<file path="config.mk">
export PLATFORM = sky130hd
export DESIGN_NAME = id_regread_stage
export DESIGN_NICKNAME = d
export VERILOG_FILES = /design/src/rtl/id_regread_stage.sv
export SDC_FILE = /design/constraint.sdc
export NUM_CORES = 2
export LEC_CHECK = 0
export CORE_ASPECT_RATIO = 1.75
export CORE_MARGIN = 5
export CORE_UTILIZATION = 38
export DETAILED_ROUTE_END_ITERATION = 16
export MAX_ROUTING_LAYER = met4
export PLACE_DENSITY = 0.54
export SLEW_MARGIN = 20
export SYNTH_ARGS = -nofsm -noshare
export SYNTH_HDL_FRONTEND = slang
export SYNTH_SLANG_ARGS = --single-unit
</file>
<file path="constraint.sdc">
create_clock -name clk -period 65.4 [get_ports clk]
set_input_delay 19.62 -clock clk [delete_from_list [all_inputs] [get_ports clk]]
set_output_delay 19.62 -clock clk [all_outputs]
set_load 0.01 [all_outputs]
</file>
<file path="src/rtl/id_regread_stage.sv">
// -----------------------------------------------------------------------------
// id_regread_stage
// Decode / register-read stage in front of the ALU. Accepts one RV32I
// instruction per valid/ready handshake, splits it into its fields, reads the
// two source operands from an internal register file (x0 hardwired to zero)
// and holds the result in a one-entry output register for the ALU.
// A writeback port updates the register file. A write that targets a source
// register in the same cycle as a transfer is forwarded into the bundle.
//
// Ports
//   clk, rst                  clock, asynchronous active-high reset
//   instr, instr_valid        incoming instruction and its valid
//   instr_ready               stage can take an instruction this cycle
//   wb_en, wb_addr, wb_data   register-file write port
//   RS1, RS2                  captured source operands
//   Funct3, Funct7, opcode    raw instruction fields
//   Imm_reg, Shamt, rd_addr   raw instruction fields (no sign extension)
//   illegal                   opcode is neither OP (0110011) nor OP-IMM (0010011)
//   out_valid, out_ready      output bundle handshake
// -----------------------------------------------------------------------------
module id_regread_stage #(
    parameter int WIDTH = 32,
    parameter int NREGS = 32
) (
    input  logic             clk,
    input  logic             rst,
    input  logic [31:0]      instr,
    input  logic             instr_valid,
    output logic             instr_ready,
    input  logic             wb_en,
    input  logic [4:0]       wb_addr,
    input  logic [WIDTH-1:0] wb_data,
    output logic [WIDTH-1:0] RS1,
    output logic [WIDTH-1:0] RS2,
    output logic [2:0]       Funct3,
    output logic [6:0]       Funct7,
    output logic [6:0]       opcode,
    output logic [11:0]      Imm_reg,
    output logic [4:0]       Shamt,
    output logic [4:0]       rd_addr,
    output logic             illegal,
    output logic             out_valid,
    input  logic             out_ready
);

    typedef enum logic [0:0] {
        ST_EMPTY = 1'b0,
        ST_FULL  = 1'b1
    } state_e;

    // Only register-register and register-immediate ALU ops are legal here.
    function automatic logic opcode_illegal(input logic [6:0] op);
        return !((op == 7'b0110011) || (op == 7'b0010011));
    endfunction

    state_e           state_q;
    state_e           state_d;
    logic [WIDTH-1:0] rf_q [NREGS];

    logic [WIDTH-1:0] rs1_q;
    logic [WIDTH-1:0] rs2_q;
    logic [2:0]       funct3_q;
    logic [6:0]       funct7_q;
    logic [6:0]       opcode_q;
    logic [11:0]      imm_q;
    logic [4:0]       shamt_q;
    logic [4:0]       rd_q;
    logic             illegal_q;

    logic             xfer_s;
    logic             wb_live_s;
    logic [4:0]       rs1_idx_s;
    logic [4:0]       rs2_idx_s;
    logic [WIDTH-1:0] rs1_val_s;
    logic [WIDTH-1:0] rs2_val_s;

    assign rs1_idx_s   = instr[19:15];
    assign rs2_idx_s   = instr[24:20];
    assign out_valid   = (state_q == ST_FULL);
    // Held low during reset so nothing is accepted while state is being cleared.
    assign instr_ready = !rst && (!out_valid || out_ready);
    assign xfer_s      = instr_valid && instr_ready;
    assign wb_live_s   = wb_en && (wb_addr != 5'd0);

    // Operand read with x0 forced to zero and same-cycle writeback forwarding.
    always_comb begin
        rs1_val_s = '0;
        rs2_val_s = '0;
        if (rs1_idx_s == 5'd0) begin
            rs1_val_s = '0;
        end else if (wb_live_s && (wb_addr == rs1_idx_s)) begin
            rs1_val_s = wb_data;
        end else begin
            rs1_val_s = rf_q[rs1_idx_s];
        end
        if (rs2_idx_s == 5'd0) begin
            rs2_val_s = '0;
        end else if (wb_live_s && (wb_addr == rs2_idx_s)) begin
            rs2_val_s = wb_data;
        end else begin
            rs2_val_s = rf_q[rs2_idx_s];
        end
    end

    // Register file: cleared on reset, writes to x0 dropped so entry 0 stays zero.
    always_ff @(posedge clk or posedge rst) begin
        if (rst) begin
            for (int i = 0; i < NREGS; i++) begin
                rf_q[i] <= '0;
            end
        end else if (wb_live_s) begin
            rf_q[wb_addr] <= wb_data;
        end
    end

    // Output-register occupancy next state.
    always_comb begin
        state_d = state_q;
        case (state_q)
            ST_EMPTY: begin
                if (xfer_s) begin
                    state_d = ST_FULL;
                end else begin
                    state_d = ST_EMPTY;
                end
            end
            ST_FULL: begin
                if (xfer_s) begin
                    state_d = ST_FULL;
                end else if (out_ready) begin
                    state_d = ST_EMPTY;
                end else begin
                    state_d = ST_FULL;
                end
            end
            default: begin
                state_d = ST_EMPTY;
            end
        endcase
    end

    // Occupancy state register.
    always_ff @(posedge clk or posedge rst) begin
        if (rst) begin
            state_q <= ST_EMPTY;
        end else begin
            state_q <= state_d;
        end
    end

    // Output bundle: loads only on transfer, otherwise held for the ALU.
    always_ff @(posedge clk or posedge rst) begin
        if (rst) begin
            rs1_q     <= '0;
            rs2_q     <= '0;
            funct3_q  <= 3'd0;
            funct7_q  <= 7'd0;
            opcode_q  <= 7'd0;
            imm_q     <= 12'd0;
            shamt_q   <= 5'd0;
            rd_q      <= 5'd0;
            illegal_q <= 1'b0;
        end else if (xfer_s) begin
            rs1_q     <= rs1_val_s;
            rs2_q     <= rs2_val_s;
            funct3_q  <= instr[14:12];
            funct7_q  <= instr[31:25];
            opcode_q  <= instr[6:0];
            imm_q     <= instr[31:20];
            shamt_q   <= instr[24:20];
            rd_q      <= instr[11:7];
            illegal_q <= opcode_illegal(instr[6:0]);
        end
    end

    assign RS1     = rs1_q;
    assign RS2     = rs2_q;
    assign Funct3  = funct3_q;
    assign Funct7  = funct7_q;
    assign opcode  = opcode_q;
    assign Imm_reg = imm_q;
    assign Shamt   = shamt_q;
    assign rd_addr = rd_q;
    assign illegal = illegal_q;

endmodule

</file>
Word-level counts from Yosys, hierarchy flattened:

Cells that the tools add are included.

* logic and storage cells: 85
* input bits: 74
* output and inout bits: 106
* register bits: 1129

* mux-type cells: 17
* equal/unequal tests: 4
* order comparisons: 4
* reduce and logical (&&, ||, !) cells: 14
* bitwise gates (word level): 4

Operators by type and width (count)
* $bwmux W1024: 1
* $bmux W32 S5: 2
* $mux W32: 9
* $demux W32 S5: 1
* $ge A6 B6 Y1 const B: 3
* $not A5 Y6: 3
* $eq A5 B5 Y1: 2
* $logic_not A5 Y1: 2
* $eq A7 B5 Y1 const B: 1
* $eq A7 B6 Y1 const B: 1
* $logic_and A1 B1 Y1: 6
* $lt A6 B1 Y1 const B: 1
* $reduce_bool A5 Y1: 1
* $logic_not A1 Y1: 3
* $mux W1: 3
* $logic_or A1 B1 Y1: 2
* $pmux W1 S2: 1
* $not A1 Y1: 1

Depth between registers and ports, before layout:

* word-level depth: 6
* mapped depth: 9

Least setup slack after synthesis:

OpenSTA, ideal clock, no wires.

* path kind: input-to-output
* start: in rst
* end: out instr_ready
* stages on the path: 2
* setup slack: 1.234 ns
* arrival: 44.546 ns
* path buffers: 0
* cell sequence: inv_1 > and2_1

* longest elaborated chain between the ends: 2

Ends and longest elaborated chain
* start: declaration: RTL line 26 `input logic rst,`
* $logic_not A1 Y1 (no line)
* $logic_and A1 B1 Y1: RTL line 81 `assign instr_ready = !rst && (!out_valid || out_ready);`
* end: declaration: RTL line 29 `output logic instr_ready,`

Every way passes these cells.

Worst setup path in the final report:

Ends and elaborated chain as after synthesis.

==> results_dict.tcl <==
set metrics [dict create \
    worst_path_largest_cell_delay_ps 530 \
    cpMostUsedCell "clkdlybuf4s50_1" \
    grt_overflow_total 0 \
    max_cap_violations 0 \
    min_delay_path_depth 0 \
    boundaryPins 180 \
    dpl_cell_area_sq_um 61010 \
    rsz0062_at_grt "no" \
    p_total_mw 2.001 \
    cts_root_buf "clkbuf_16" \
    drtPass1Iterations 5 \
    syn2layout_area_growth_pct 11.97 \
    antenna_found_initial 10 \
    final_common_cell "dfrtp_1" \
    grt_max_degree 152 \
    worstHoldEndpoint "rf_q[1011]" \
    utilization_pct 42.70 \
    cts_tree "done" \
    cts_resized 0 \
    dp_cells 5520 \
    layout_min_cycle_time_ps 40950 \
    ys_top_cells_by_area "dfrtp_1 48%, mux4_2 22%, mux2_2 19%" \
    synth_warnings 0 \
    drc 0 \
    avgSynthCellArea_sq_um 15.68 \
    vias_per_cell 6.096 \
    hold_start "rf_q[1011]" \
    cp_max_fo 66 \
    grt_usage_pct 23.62 \
    rr_worst_depth 7 \
    dieArea_sq_um 160100 \
    gp_congestion 0.7670 \
    fin_skew_ps 22.71 \
    synth-async-reset-ratio_pct 100.0 \
    numCtsBuffers 108 \
    cp-start-kind "input pin" \
    path_cells "clkdlybuf4s50_1 -> inv_8 -> and2_1 -> clkdlybuf4s50_1" \
    clk_latency_ps 730 \
    wl_mm 185.4 \
    drt_iter0_markers 2586 \
    ys_seq_elements 1117 \
    tightest_slew_ps 1126 \
    syn-num-nets 3755 \
    yosysUniqueCellTypes 43 \
    seq_area_frac_synth_pct 48.44 \
    synth_top_area_cell "dfrtp_1" \
    slew_violations 0 \
    drive_gt1_share_pct 51.54 \
    slew-limit-headroom_pct 24.95 \
    worstPathRequired_ps 45780 \
    clkSinkCount 1117 \
    hp-class "flip-flop to flip-flop" \
    end_kind "output port" \
    cts_buffer_depth 3 \
    p_leak_nw 27.24 \
    cts-htree-levels 3 \
    syn_area_sq_um 57710 \
    outcome "finished clean" \
    synth_edf_count 0 \
    clock.fmax_mhz 24.42 \
    finalSetupViolCount 0 \
    rows 189 \
    die_w_microns 304.6 \
    cpMaxStageDelayCell "clkdlybuf4s50_1" \
    post_drt_wl_per_cell_microns 32.41 \
    largest_register_ffs 1024 \
    core_sq_um 151300 \
    arrival_ps 21330 \
    grt_pass1_wl_mm 271.7 \
    r2r_setup_slack_ps 62580 \
    finalHoldViolations 0 \
    path_class "input pin to output port" \
    grt_pass1_vias 37250 \
    ant_nets 0 \
    powerDensity_nw_per_um2 30.96 \
    io_buffers 179 \
    final_cell_mix "1117 x dfrtp_1, 988 x mux2_2, 576 x mux4_2" \
    synth_top_area_share_pct 48.44 \
    fp.dieH_microns 525.5 \
    hpwlAfterDp_mm 101.2 \
    r2r-end "RS2[24]" \
    post_cts_buffers 0 \
    final_cell_area_sq_um 64620 \
    top_register "rf_q" \
    layout.nets 3699 \
    clk_pin_slew_ps 60 \
    period_share_pct 62.61 \
    vias 34880 \
    final_cells 5722 \
    rr_startpoint "out_valid" \
    syn-instance-count 3681 \
    start_util_pct 38.13 \
    synth-main-ff-cell "dfrtp_1" \
    ctsHoldBuffers 0 \
    ir_worst_vdd_uv 20.98 \
    setup-tns-final_ps 0 \
]
## cell usage after synthesis, types with 4 or more instances
cell	n
mux2_2	988
nand2_1	99
clkbuf_1	201
a32oi_1	64
a22oi_1	64
mux2_1	4
a22o_1	64
nor2b_1	4
buf_4	32
o211ai_1	32
a21o_1	33
buf_6	5
inv_1	65
o221ai_1	32
nand3b_1	4
mux4_2	576
buf_2	166
dfrtp_1	1117
buf_1	36
nand3_1	5
nor2_1	50
xnor2_1	8
## worst max-delay path by stage
stage,startpoint,end,slack (ps),cells past startpoint
detailed placement,rst,instr_ready,24410,4
finish,rst,instr_ready,24450,4
global placement,rst,instr_ready,24410,4
global route,rst,instr_ready,24330,4
CTS,rst,instr_ready,24410,4
floorplan,rst,instr_ready,1230,2
## where the power goes
part           leakage (nW)  switching [mW]  internal (mW)
Clock                  1.81           0.286          0.377
Sequential             14.4          0.0971          0.824
Combinational          11.1           0.160          0.255
## layout make-up
type	instances	area, sq um
fill	13690	86730
sequential	1117	27950
multi-input combinational	2059	27760
clock buffer	155	3151
tap	2005	2509
timing repair buffer	274	2462
clock inverter	40	516.7
inverter	65	251.5
antenna	7	17.52
## kinds of logic (layout without fill, tap and decap cells)
| family | Yosys count | count (layout) | synth area share (%) |
|---|---|---|---|
| mux | 1568 | 1568 | 41.84 |
| flops | 1117 | 1117 | 48.44 |
| buf+inv | 505 | 534 | 3.918 |
| compound gates | 294 | 294 | 4.167 |
| simple gates | 187 | 187 | 1.492 |
| xor+xnor | 10 | 10 | 0.1518 |
| other cells | 0 | 7 | 0 |
## metrics by stage
stage	worst slack, ps	hold WS (ps)
finish	24450	393.0
global route	24330	408.9
CTS	24410	397.8
detailed placement	24410	383.3
global placement	24410	376.4
floorplan	1234	441.3
## layer usage
metal | share of wire, % | GRT usage, % | vias to the layer above
met4 | 3.0 | 6.851 | 0
met1 | 42 | 30.74 | 19540
met3 | 4.7 | 3.003 | 271
li1 | - | - | 14150
met5 | 0 | - | -
met2 | 51 | 39.34 | 923
## worst max-delay path: cells and delay by family
family        cells  cell delay [ps]
simple gates      1              210
buf+inv           3             1410
(Power assumes the default switching activity.)
